File: src/rtl/delay_line_prober.sv
// Delay-line latency prober: drives a marker word into a line and counts edges until it returns.
// Optional marker-width check (CHECK state, width_err) is built when DELAY_PROBE_WIDTH_CHECK_EN is defined.
module delay_line_prober #(
    parameter int                DATA_W    = 8,
    parameter logic [DATA_W-1:0] PATTERN   = 8'hA5,
    parameter int                MAX_DELAY = 127,
    parameter int                CNT_W     = 8
) (
    input  logic              clk,
    input  logic              rst,
    input  logic              start,
    input  logic [DATA_W-1:0] echo_in,
    output logic [DATA_W-1:0] probe_out,
    output logic              busy,
    output logic              done,
    output logic              timeout,
    output logic [CNT_W-1:0]  delay,
    output logic              width_err
);
    localparam logic [DATA_W-1:0] IDLE_WORD = ~PATTERN;
    localparam logic [CNT_W-1:0]  MAX_CNT   = CNT_W'(MAX_DELAY);

    typedef enum logic [2:0] {
        S_IDLE,
        S_FLUSH,
        S_SEND,
        S_WAIT,
`ifdef DELAY_PROBE_WIDTH_CHECK_EN
        S_CHECK,
`endif
        S_DONE
    } state_t;

    state_t            state_q, state_d;
    logic [DATA_W-1:0] probe_q, probe_d;
    logic              busy_q, busy_d;
    logic              done_q, done_d;
    logic              timeout_q, timeout_d;
    logic [CNT_W-1:0]  delay_q, delay_d;
    logic [CNT_W-1:0]  cnt_q, cnt_d;
    logic [CNT_W-1:0]  flush_q, flush_d;
    logic              hit;
`ifdef DELAY_PROBE_WIDTH_CHECK_EN
    logic              werr_q, werr_d;
`endif

    always_comb begin
        state_d   = state_q;
        probe_d   = IDLE_WORD;
        busy_d    = busy_q;
        done_d    = 1'b0;
        timeout_d = timeout_q;
        delay_d   = delay_q;
        cnt_d     = cnt_q;
        flush_d   = flush_q;
        hit       = 1'b0;
`ifdef DELAY_PROBE_WIDTH_CHECK_EN
        werr_d    = werr_q;
`endif
        case (state_q)
            S_IDLE: begin
                if (start) begin
                    state_d   = S_FLUSH;
                    busy_d    = 1'b1;
                    timeout_d = 1'b0;
                    flush_d   = '0;
`ifdef DELAY_PROBE_WIDTH_CHECK_EN
                    werr_d    = 1'b0;
`endif
                end
            end
            S_FLUSH: begin
                // probe_out is registered, so PATTERN is loaded on the edge that enters SEND
                if (flush_q == MAX_CNT) begin
                    state_d = S_SEND;
                    probe_d = PATTERN;
                end else begin
                    flush_d = flush_q + 1'b1;
                end
            end
            S_SEND: begin
                if (echo_in == PATTERN) begin
                    cnt_d = '0;
                    hit   = 1'b1;
                end else begin
                    cnt_d   = CNT_W'(1);
                    state_d = S_WAIT;
                end
            end
            S_WAIT: begin
                if (echo_in == PATTERN) begin
                    hit = 1'b1;
                end else if (cnt_q == MAX_CNT) begin
                    state_d   = S_DONE;
                    delay_d   = '1;
                    timeout_d = 1'b1;
                    done_d    = 1'b1;
                    busy_d    = 1'b0;
                end else begin
                    cnt_d = cnt_q + 1'b1;
                end
            end
`ifdef DELAY_PROBE_WIDTH_CHECK_EN
            S_CHECK: begin
                // A correctly sized marker is gone one cycle after it arrives
                werr_d  = (echo_in != IDLE_WORD);
                delay_d = cnt_q;
                done_d  = 1'b1;
                busy_d  = 1'b0;
                state_d = S_DONE;
            end
`endif
            S_DONE: state_d = S_IDLE;
            default: state_d = S_IDLE;
        endcase

        if (hit) begin
`ifdef DELAY_PROBE_WIDTH_CHECK_EN
            state_d = S_CHECK;
`else
            state_d = S_DONE;
            delay_d = cnt_d;
            done_d  = 1'b1;
            busy_d  = 1'b0;
`endif
        end
    end

    always_ff @(posedge clk or posedge rst) begin
        if (rst) begin
            state_q   <= S_IDLE;
            probe_q   <= IDLE_WORD;
            busy_q    <= 1'b0;
            done_q    <= 1'b0;
            timeout_q <= 1'b0;
            delay_q   <= '0;
            cnt_q     <= '0;
            flush_q   <= '0;
`ifdef DELAY_PROBE_WIDTH_CHECK_EN
            werr_q    <= 1'b0;
`endif
        end else begin
            state_q   <= state_d;
            probe_q   <= probe_d;
            busy_q    <= busy_d;
            done_q    <= done_d;
            timeout_q <= timeout_d;
            delay_q   <= delay_d;
            cnt_q     <= cnt_d;
            flush_q   <= flush_d;
`ifdef DELAY_PROBE_WIDTH_CHECK_EN
            werr_q    <= werr_d;
`endif
        end
    end

    assign probe_out = probe_q;
    assign busy      = busy_q;
    assign done      = done_q;
    assign timeout   = timeout_q;
    assign delay     = delay_q;
`ifdef DELAY_PROBE_WIDTH_CHECK_EN
    assign width_err = werr_q;
`else
    assign width_err = 1'b0;
`endif

endmodule

File: config.mk
export PLATFORM = sky130hd
export DESIGN_NAME = delay_line_prober
export DESIGN_NICKNAME = d
export VERILOG_FILES = /design/src/rtl/delay_line_prober.sv
export SDC_FILE = /design/constraint.sdc
export NUM_CORES = 1
export LEC_CHECK = 0
export ABC_AREA = 1
export BUFFER_PORTS_ARGS = -buffer_cell sky130_fd_sc_hd__buf_2
export CELL_PAD_IN_SITES_DETAIL_PLACEMENT = 1
export CELL_PAD_IN_SITES_GLOBAL_PLACEMENT = 1
export CORE_UTILIZATION = 35
export CTS_BUF_LIST = sky130_fd_sc_hd__clkbuf_4
export DETAILED_ROUTE_END_ITERATION = 7
export MAX_ROUTING_LAYER = met4
export PLACE_DENSITY = 0.78
export SETUP_SLACK_MARGIN = 0.1
export SKIP_CTS_REPAIR_TIMING = 1
export SYNTH_ARGS = -nofsm -noshare
export SYNTH_HDL_FRONTEND = slang
export SYNTH_SLANG_ARGS = --single-unit
File: constraint.sdc
create_clock -name clk -period 3.8 [get_ports clk]
set_input_delay 0.19 -clock clk [delete_from_list [all_inputs] [get_ports clk]]
set_output_delay 0.19 -clock clk [all_outputs]
set_load 0.01 [all_outputs]
==> flow_summary.toml <==
[sta]
finalCriticalPeriod_ns = 1.61
slew_headroom_pct = 48.7
report.final.hold_viol_count = 0
drv_slew = 0
finalClockSkew_ns = 0.0248
period_share_pct = 42.4
setup_viol = 0
worstMarginPinSlew_ns = 0.766
fmax_ghz = 0.620
setup_tns_ns = 0
rsz0062_at_grt = "false"

[global_routing]
grt_util_met1_pct = 23.1
grt_max_degree = 33
grt_use_met2_pct = 29.9
antenna_found_initial = 0
grt_pass1_wl_mm = 7.45
grtUsageMet3_pct = 3.61
busiest_layer = "met2"
grtUsageTotal_pct = 18.3
grt_pass1_vias = 1625
grt_overflow = 0

[critical_path]
max_stage_delay_ns = 0.45
cp_top_family = "flip-flops"
worst_path_max_delay_cell = "dfrtp_1"
end_kind = "register"
cp.arrival_ns = 1.84
start_kind = "register"
crit_chain = "ha_1, inv_1, nor2_2, nand2_2, clkinv_2, nand2_2, nand2_4, o21ai_1, inv_1"
crit_buf_inv = 3
required_ns = 4.03
crit_end = "delay[5]"
rr_worst_depth = 9
path_max_fanout = 10
path_depth = 9
crit_type = "reg -> reg"
timing.rr.end = "delay[5]"
rr_startpoint = "cnt_q[0]"
ff2ff_setup_slack_ns = 2.19
crit_start = "cnt_q[0]"

[synth]
synthFlopType = "dfrtp_1"
ys_seq_area_share_pct = 42.8
syn_area_per_cell_sq_um = 7.75
yosysTopAreaCellShare_pct = 41.4
syn_nets = 255
yosysTopAreaCell = "dfrtp_1"
synth_async_sr_flop_share_pct = 100
synth.area.top_cells = "dfrtp_1 (41%), nand2_1 (10%), inv_1 (8.2%), nand3_1 (6.7%), nor2_1 (4.0%)"
syn-cell-area_sq_um = 1880
ys_ff_latch = 32
yosysUniqueCellTypes = 30
synth-edff-count = 0
yosys_warnings = 0
netlist_instances = 242

[min_path]
hp-class = "in -> reg"

[clock_tree]
root_buffer = "clkbuf_4"
clock_latency_ns = 0.35
cts_max_level = 2
numCtsBuffers = 5
clkSinkCount = 32
cts_tree = "yes"
clockBufferDepth = 2
clkTransAtPathRegs_ns = 0.12

[floorplanning]
num_rows = 26
ios = 31
start_util_pct = 36.5
core_sq_um = 5140
die_y_um = 75.2
die_w_um = 75.2
dieArea_sq_um = 5660

[finish]
fin_nets = 283
seq_area_sq_um = 802
diodes = 0
drive_gt1_share_pct = 21.4
syn2layout_area_growth_pct = 12.1
multi_input_area_sq_um = 825
fin_area_sq_um = 2100
num-fill-cells = 680

[place]
io_buffers = 29
hpwl_mm = 3.30
place.gp.congestion = 0.834
placed_area_sq_um = 2040

[power]
vdd_drop_max_v = 0.000245
p_per_area_nw_per_um2 = 521
leakagePower_nw = 1.03
power_mw = 1.10

[route]
wl_mm = 4.34
remaining_drc_errors = 0
wl_per_cell_um = 12.7
vias = 1618
drt-initial-drc-count = 54
ant_nets = 0
dr.pass1.iters = 4
vias_per_cell = 4.74

[flow_run]
maxCapViolCount = 0

[run_status]
run_status = "completed"
==> how the worst min path moves through the flow <==
stage,cells after the start,to,slack [ns],start
floorplan,1,busy,0.31,rst
CTS,3,delay[1],-0.08,rst
global placement,3,timeout,0.30,rst
global route,4,timeout,0.20,start
finish,4,timeout,0.17,start
detailed placement,3,flush_q[0],0.31,rst
==> metrics by stage <==
stage / hold slack, ns / util (%) / std cells / worst slack (ns)
after floorplan: 0.305 / - / 242 / 2.45
after global placement: 0.301 / 39.7 / 332 / 2.18
after detailed placement: 0.314 / 39.7 / 332 / 2.12
after CTS: -0.0752 / 40.7 / 340 / 2.19
after global routing: 0.195 / 40.9 / 341 / 2.08
final: 0.172 / 40.9 / 341 / 2.19
==> where the power goes <==
part | internal, mW | switching [mW]
clock | 0.0679 | 0.126
combinational | 0.133 | 0.296
sequential | 0.408 | 0.0666
total | 0.608 | 0.488
==> worst min-delay path, cell delays in order <==
cell and delay (ns):
buf_2 0.07, inv_1 0.04, nor2_2 0.11, a21oi_1 0.05
==> cells by family (layout without fill, tap and decap cells) <==
| family | after synthesis | in the layout | synth area share, % |
|---|---|---|---|
| compound gates | 31 | 31 | 9.87 |
| simple gates | 116 | 116 | 30.2 |
| other cells | 1 | 1 | 0.200 |
| buf+inv | 55 | 84 | 13.3 |
| xor+xnor | 5 | 5 | 2.33 |
| fa+ha+maj | 2 | 2 | 1.33 |
| flops | 32 | 32 | 42.8 |
==> routing by layer <==
metal  wire length [um]  up-vias
met5                  0        -
met4                 62        0
met3                134        6
met2               2000       31
met1               2140      771
li1                   -      810
==> cells in the final DEF, fill, tap and decap left out <==
master         instances
clkinv_1               1
o22ai_1                1
nor2_2                 2
nand3_2                1
clkbuf_4               5
conb_1                 1
clkinv_2               3
ha_1                   2
dlygate4sd3_1          1
o21ai_0                6
dfrtp_1               31
o211ai_1               7
nand2_4                3
nor2_4                 3
buf_2                 29
nand3b_4               1
o21ai_2                1
o21bai_1               2
nor2_1                20
inv_2                  2
a21oi_1                3
o21ai_1               10
nand2_1               50
xor2_1                 5
dfstp_2                1
inv_1                 41
nand4_1                6
nand2_2                5
a21boi_0               1
inv_6                  1
nand3_1               25
buf_4                  1
==> registers in the layout, indices dropped and copies added (netlist names) <==
name and cells:
busy 1, done 1, timeout 1, state_q 3, delay 8, flush_q 8
cnt_q 8, probe_out 2
==> cell type report <==
| cell class | count | area share, % |
|---|---|---|
| Clock buffer | 5 | 1.78 |
| Sequential cell | 32 | 38.1 |
| Clock inverter | 3 | 0.654 |
| Inverter | 45 | 8.33 |
| Multi-Input combinational cell | 155 | 39.2 |
| Timing Repair Buffer | 31 | 7.73 |
| Tap cell | 70 | 4.16 |
==> cells in the mapped netlist, types with 5 or more instances <==
| master | instances |
|---|---|
| buf_4 | 7 |
| dfrtp_1 | 31 |
| inv_1 | 41 |
| nand2_1 | 50 |
| nand2_2 | 5 |
| nand3_1 | 25 |
| nand4_1 | 6 |
| nor2_1 | 20 |
| o211ai_1 | 7 |
| o21ai_0 | 6 |
| o21ai_1 | 10 |
| xor2_1 | 5 |
(Power assumes the default switching activity.)
